<file path="config.mk">
export PLATFORM = sky130hd
export DESIGN_NAME = muldiv_unit_flat
export DESIGN_NICKNAME = d
export VERILOG_FILES = /design/src/rtl/muldiv_if.sv /design/src/rtl/muldiv_unit.sv /design/src/flat_wrapper.sv
export SDC_FILE = /design/constraint.sdc
export NUM_CORES = 1
export LEC_CHECK = 0
export ABC_AREA = 1
export CAP_MARGIN = 20
export CORE_ASPECT_RATIO = 1.2
export CORE_MARGIN = 4
export CORE_UTILIZATION = 60
export CTS_CLUSTER_SIZE = 40
export DETAILED_ROUTE_END_ITERATION = 8
export PLACE_DENSITY = 0.81
export SLEW_MARGIN = 5
export SYNTH_ARGS = -nofsm -noshare
export SYNTH_HDL_FRONTEND = slang
export SYNTH_SLANG_ARGS = --single-unit
</file>
<file path="constraint.sdc">
create_clock -name clk -period 5 [get_ports clk]
set_input_delay 1.25 -clock clk [delete_from_list [all_inputs] [get_ports clk]]
set_output_delay 1.25 -clock clk [all_outputs]
set_load 0.03 [all_outputs]
</file>
<file path="src/rtl/muldiv_if.sv">
// Operand/result bundle between the control unit and the multiply/divide unit.
//   start, op, a, b : request from the control unit (a = rs / RD1, b = rt / RD2)
//   busy, done      : status back to the control unit
//   hi, lo          : architectural HI/LO, feeding the MFHI/MFLO write-back mux
interface muldiv_if #(parameter int WIDTH = 32);
  logic             start;
  logic [2:0]       op;
  logic [WIDTH-1:0] a;
  logic [WIDTH-1:0] b;
  logic             busy;
  logic             done;
  logic [WIDTH-1:0] hi;
  logic [WIDTH-1:0] lo;

  modport master (output start, op, a, b, input busy, done, hi, lo);
  modport slave  (input start, op, a, b, output busy, done, hi, lo);
endinterface

</file>
<file path="src/rtl/muldiv_unit.sv">
// Iterative MIPS multiply/divide unit holding the HI/LO registers.
//   clk  : rising-edge clock
//   rst  : asynchronous active-low reset; aborts any operation in flight
//   bus  : slave side of muldiv_if
//            op 000 MULT, 001 MULTU, 010 DIV, 011 DIVU, 100 MTHI, 101 MTLO
//            busy high from accept until the FIX edge, done pulses for one
//            cycle once HI/LO hold the new result.
// Mul: radix-2 shift-add, LSB first. Div: restoring, MSB first. Both run on
// magnitudes for one iteration per operand bit, then fix up signs in FIX.
module muldiv_unit #(
  parameter int WIDTH = 32
) (
  input  logic    clk,
  input  logic    rst,
  muldiv_if.slave bus
);
  localparam int CW = $clog2(WIDTH);

  typedef enum logic [1:0] {S_IDLE, S_ITER, S_FIX} state_e;

  state_e             state_q, state_d;
  logic [CW-1:0]      cnt_q, cnt_d;
  // Mul: {partial product, multiplier}. Div: low half is dividend shifting
  // out MSB first while quotient bits shift in from the LSB.
  logic [2*WIDTH-1:0] acc_q, acc_d;
  logic [WIDTH-1:0]   rem_q, rem_d;     // partial remainder (div only)
  logic [WIDTH-1:0]   opnd_q, opnd_d;   // |b|: multiplicand or divisor
  logic [WIDTH-1:0]   araw_q, araw_d;   // a as presented, for divide by zero
  logic [WIDTH-1:0]   hi_q, hi_d, lo_q, lo_d;
  logic               div_q, div_d;
  logic               sa_q, sa_d, sb_q, sb_d, bz_q, bz_d;
  logic               done_q, done_d;

  logic               sgn_w;
  logic [WIDTH:0]     sum_w;            // mul add with carry out
  logic [WIDTH:0]     shl_w, trial_w;   // trial_w[WIDTH] is the borrow
  logic [2*WIDTH-1:0] prod_w;
  logic [WIDTH-1:0]   quo_w, rmd_w;

  assign sum_w   = {1'b0, acc_q[2*WIDTH-1:WIDTH]} + {1'b0, opnd_q};
  assign shl_w   = {rem_q, acc_q[WIDTH-1]};
  assign trial_w = shl_w - {1'b0, opnd_q};
  assign prod_w  = (sa_q ^ sb_q) ? -acc_q : acc_q;
  assign quo_w   = (sa_q ^ sb_q) ? -acc_q[WIDTH-1:0] : acc_q[WIDTH-1:0];
  assign rmd_w   = sa_q ? -rem_q : rem_q;

  always_comb begin
    state_d = state_q;
    cnt_d   = cnt_q;
    acc_d   = acc_q;
    rem_d   = rem_q;
    opnd_d  = opnd_q;
    araw_d  = araw_q;
    hi_d    = hi_q;
    lo_d    = lo_q;
    div_d   = div_q;
    sa_d    = sa_q;
    sb_d    = sb_q;
    bz_d    = bz_q;
    done_d  = 1'b0;
    sgn_w   = 1'b0;
    unique case (state_q)
      S_IDLE: begin
        if (bus.start) begin
          unique case (bus.op)
            3'b100: hi_d = bus.a;
            3'b101: lo_d = bus.a;
            3'b000, 3'b001, 3'b010, 3'b011: begin
              sgn_w   = ~bus.op[0];
              sa_d    = sgn_w & bus.a[WIDTH-1];
              sb_d    = sgn_w & bus.b[WIDTH-1];
              acc_d   = {{WIDTH{1'b0}}, (sa_d ? -bus.a : bus.a)};
              opnd_d  = sb_d ? -bus.b : bus.b;
              rem_d   = '0;
              araw_d  = bus.a;
              bz_d    = (bus.b == '0);
              div_d   = bus.op[1];
              cnt_d   = '0;
              state_d = S_ITER;
            end
            default: ;  // reserved ops are dropped
          endcase
        end
      end
      S_ITER: begin
        if (!div_q) begin
          acc_d = acc_q[0] ? {sum_w, acc_q[WIDTH-1:1]}
                           : {1'b0, acc_q[2*WIDTH-1:1]};
        end else begin
          // Borrow set: keep the shifted remainder (restore), quotient bit 0.
          rem_d              = trial_w[WIDTH] ? shl_w[WIDTH-1:0] : trial_w[WIDTH-1:0];
          acc_d[WIDTH-1:0]   = {acc_q[WIDTH-2:0], ~trial_w[WIDTH]};
        end
        cnt_d = cnt_q + 1'b1;
        if (cnt_q == CW'(WIDTH-1)) state_d = S_FIX;
      end
      S_FIX: begin
        if (!div_q) begin
          {hi_d, lo_d} = prod_w;
        end else if (bz_q) begin
          hi_d = araw_q;
          lo_d = '1;
        end else begin
          hi_d = rmd_w;
          lo_d = quo_w;
        end
        done_d  = 1'b1;
        state_d = S_IDLE;
      end
      default: state_d = S_IDLE;
    endcase
  end

  always_ff @(posedge clk or negedge rst) begin
    if (!rst) begin
      state_q <= S_IDLE;
      cnt_q   <= '0;
      acc_q   <= '0;
      rem_q   <= '0;
      opnd_q  <= '0;
      araw_q  <= '0;
      hi_q    <= '0;
      lo_q    <= '0;
      div_q   <= 1'b0;
      sa_q    <= 1'b0;
      sb_q    <= 1'b0;
      bz_q    <= 1'b0;
      done_q  <= 1'b0;
    end else begin
      state_q <= state_d;
      cnt_q   <= cnt_d;
      acc_q   <= acc_d;
      rem_q   <= rem_d;
      opnd_q  <= opnd_d;
      araw_q  <= araw_d;
      hi_q    <= hi_d;
      lo_q    <= lo_d;
      div_q   <= div_d;
      sa_q    <= sa_d;
      sb_q    <= sb_d;
      bz_q    <= bz_d;
      done_q  <= done_d;
    end
  end

  assign bus.busy = (state_q != S_IDLE);
  assign bus.done = done_q;
  assign bus.hi   = hi_q;
  assign bus.lo   = lo_q;
endmodule

</file>
<file path="src/flat_wrapper.sv">
// flat-port wrapper written by rule: the top's interface ports become plain ports
module muldiv_unit_flat 
#(
  parameter int WIDTH = 32
)
  (clk, rst, bus_start, bus_op, bus_a, bus_b, bus_busy, bus_done, bus_hi, bus_lo);
  muldiv_if #(.WIDTH(WIDTH)) bus_i ();
  input  logic clk;
  input  logic rst;
  input wire logic [$bits(bus_i.start)-1:0] bus_start;
  input wire logic [$bits(bus_i.op)-1:0] bus_op;
  input wire logic [$bits(bus_i.a)-1:0] bus_a;
  input wire logic [$bits(bus_i.b)-1:0] bus_b;
  output wire logic [$bits(bus_i.busy)-1:0] bus_busy;
  output wire logic [$bits(bus_i.done)-1:0] bus_done;
  output wire logic [$bits(bus_i.hi)-1:0] bus_hi;
  output wire logic [$bits(bus_i.lo)-1:0] bus_lo;
  assign bus_i.start = bus_start;
  assign bus_i.op = bus_op;
  assign bus_i.a = bus_a;
  assign bus_i.b = bus_b;
  assign bus_busy = bus_i.busy;
  assign bus_done = bus_i.done;
  assign bus_hi = bus_i.hi;
  assign bus_lo = bus_i.lo;
  muldiv_unit #(.WIDTH(WIDTH)) u_core (.clk(clk), .rst(rst), .bus(bus_i));
endmodule
</file>
==> reports/results.txt <==
outcome - completed
critical path type - in2reg
Cell Pwr Density - 855 nW/um^2
core area - 32300 sq um
Cells after DPL - 3583
R2R Setup Slk - 1.70 ns
initial antenna violation count - 0
P_leak - 10.6 nW
drt wl/cell - 21.6 microns
Least-Margin Pin Slew - 1.08 ns
worst setup path end - u_core.acc_q[33]
TritonCTS Buffers - 26
Die Ht - 206 microns
Final Skew - 0.0227 ns
H-tree depth - 1
biggest area consumer among synthesized cells - dfrtp_1
post-route minimum period - 3.67 ns
Yosys Warn Count - 0
Cell Count, Final, Fillers Out - 3632
Final Setup Violations - 0
Pwr Total - 19.0 mW
CP max stage cell - inv_2
most frequent cells in the layout - nand2_1, nor2_1, inv_1
worst skew pair latency - 0.58 ns
Final WS setup - 1.33 ns
Slew Limit Fails - 0
total grt overflow - 0
RR Endpoint - u_core.rem_q[13]
Syn Area/Cell - 6.30 sq um
number of synthesized flops with an enable pin - 0
slowest stage delay, CP - 0.63 ns
FILL cells - 2883
Setup Fix Bufs, Post-CTS - 0
Final Cell Area - 22200 sq um
IO Count - 136
post-detail-place hpwl - 60900 microns
NumNets Final - 3347
Max-cap violations - 0
Worst Setup SP - bus_start
crit end category - flip-flop
IO buf count - 135
Place WS - 0.877 ns
maximum fanout along the worst path - 47
via count - 22660
clk buf depth - 3
HP Start - u_core.bus.lo[0]
DRT Wirelength - 78400 microns
Area Overhead vs Synth - 12.7%
Die X - 173 microns
Worst EP required - 5.49 ns
Core Rows - 72
# diodes - 0
mapped cell area - 19700 sq um
vias in the first global route - 21454
Net Count, Synth - 3265
hold_buf cts - 0
first-pass GRT wire length - 120000 microns
unrepaired setup endpoints after global routing - false
worst r2r src - u_core.acc_q[31]
Starting Density - 60.8%
Yosys top cell area share - 30.0%
fmax - 273 MHz
crit start category - primary input
Reg2Reg Depth - 15
Total Routing Usage GR - 42.7%
CP arrival - 4.15 ns
final hold slack - 0.479 ns
vias per cell - 6.24
Final Util - 68.5%
sequential area share after synthesis - 30.0%
Slew HR - 27.9%
clock tree root driver cell - clkbuf_16
hold crit path type - reg2reg
clock slew at reported path FFs - 0.06 ns
distinct cell type count after synthesis - 50
placed cell area - 21300 sq um
share of layout cells above drive strength 1 - 4.28%
DRC errors left - 0
clk sink count - 236
antenna viol nets, final - 0
largest net degree at the start of global routing - 108
first drt pass iteration count - 9
ys flop type - dfrtp_1
final period utilization - 73.3%
VDD IR-drop max - 0.577 mV
post-synthesis register bit count - 236
Die ar. - 35800 sq um
most common cell after layout, fill and taps aside - nand2_1
CTS tree - built
worst-path cell chain - clkdlybuf4s50_1, inv_1, nor2_1, nand2_4, inv_2, nor2_1, inv_1, o2111ai_1, o21ai_0
Initial DRC Count - 2630
Placer Congestion - 1.07
Fin. Hold Viols - 0
Post-Syn Instances - 3123
Async SR Flop Fraction - 100%
PostCTS Resize Cnt - 0
Synth area leaders - dfrtp_1, nand2_1, nor2_1, o21ai_0, nand3_1
Setup TNS - 0 ns
[worst min path at each step]
stage | to | cells after the start
2_1_floorplan | u_core.cnt_q[2] | 1
3_3_place_gp | u_core.bus.lo[0] | 2
3_5_place_dp | u_core.bus.lo[0] | 2
4_1_cts | u_core.bus.lo[0] | 2
5_1_grt | u_core.bus.lo[20] | 2
6_report | u_core.bus.lo[0] | 2
[synthesized netlist by cell type, types with 19 or more instances]
cell / count
a21oi_1: 223
clkbuf_1: 65
nand2_1: 841
xor2_1: 48
o21ai_0: 268
nand3_1: 244
dfrtp_1: 236
nor3_1: 40
nand4_1: 37
inv_1: 317
ha_1: 70
a22oi_1: 28
xnor2_1: 19
buf_2: 24
nor2_1: 437
o21ai_1: 29
[logic make-up (layout without fill, tap and decap cells)]
group                    count (synthesis)  in the layout  share of synthesized area, %
adder cells (fa/ha/maj)                 72             72                          4.66
AO/OA/AOI/OAI                          647            647                          18.2
AND/OR/NAND/NOR                       1668           1668                          35.4
buffers and inverters                  433            535                          8.78
flip-flops                             236            236                          30.0
XOR/XNOR                                67             67                          2.98
[sequential cells by signal, indices dropped and copies added, names as in the netlist]
| name | cells |
|---|---|
| u_core.state_q | 2 |
| u_core.sb_q | 1 |
| u_core.bus.hi | 32 |
| u_core.araw_q | 32 |
| u_core.acc_q | 64 |
| u_core.bus.lo | 32 |
| u_core.rem_q | 32 |
| u_core.bus.done | 1 |
| u_core.bz_q | 1 |
| u_core.div_q | 1 |
| u_core.sa_q | 1 |
| u_core.opnd_q | 32 |
| u_core.cnt_q | 5 |
[report_power, final]
part / switching (mW) / internal [mW] / leakage (nW) / total [mW]
Sequential: 1.13 / 2.79 / 2.84 / 3.92
Combinational: 8.97 / 4.05 / 7.29 / 13.0
Clock: 0.870 / 1.14 / 0.422 / 2.01
[layer usage]
metal	vias up	wire [microns]	GRT usage (%)
li1	10482	-	-
met1	10312	28200	50.2
met3	358	7970	7.76
met2	1508	35700	71.5
met5	-	0	0
met4	0	6600	29.2
[cell type report]
cell class	instances	area [sq um]	share of cell area [%]
multi-input cells	2454	12100	54.4
flip-flops and latches	236	5910	26.6
repair buffers	160	1600	7.20
inverters	327	1230	5.54
clock buffers	36	739	3.34
well taps	407	509	2.30
clock inverters	12	123	0.553
[critical path, delay by kind of cell]
| family | cells | cell delay [ns] |
|---|---|---|
| and+or+nand+nor | 3 | 0.76 |
| buffers and inverters | 4 | 1.80 |
| AOI/OAI and AO/OA | 2 | 0.31 |
Power figures use the tool's default switching activity.
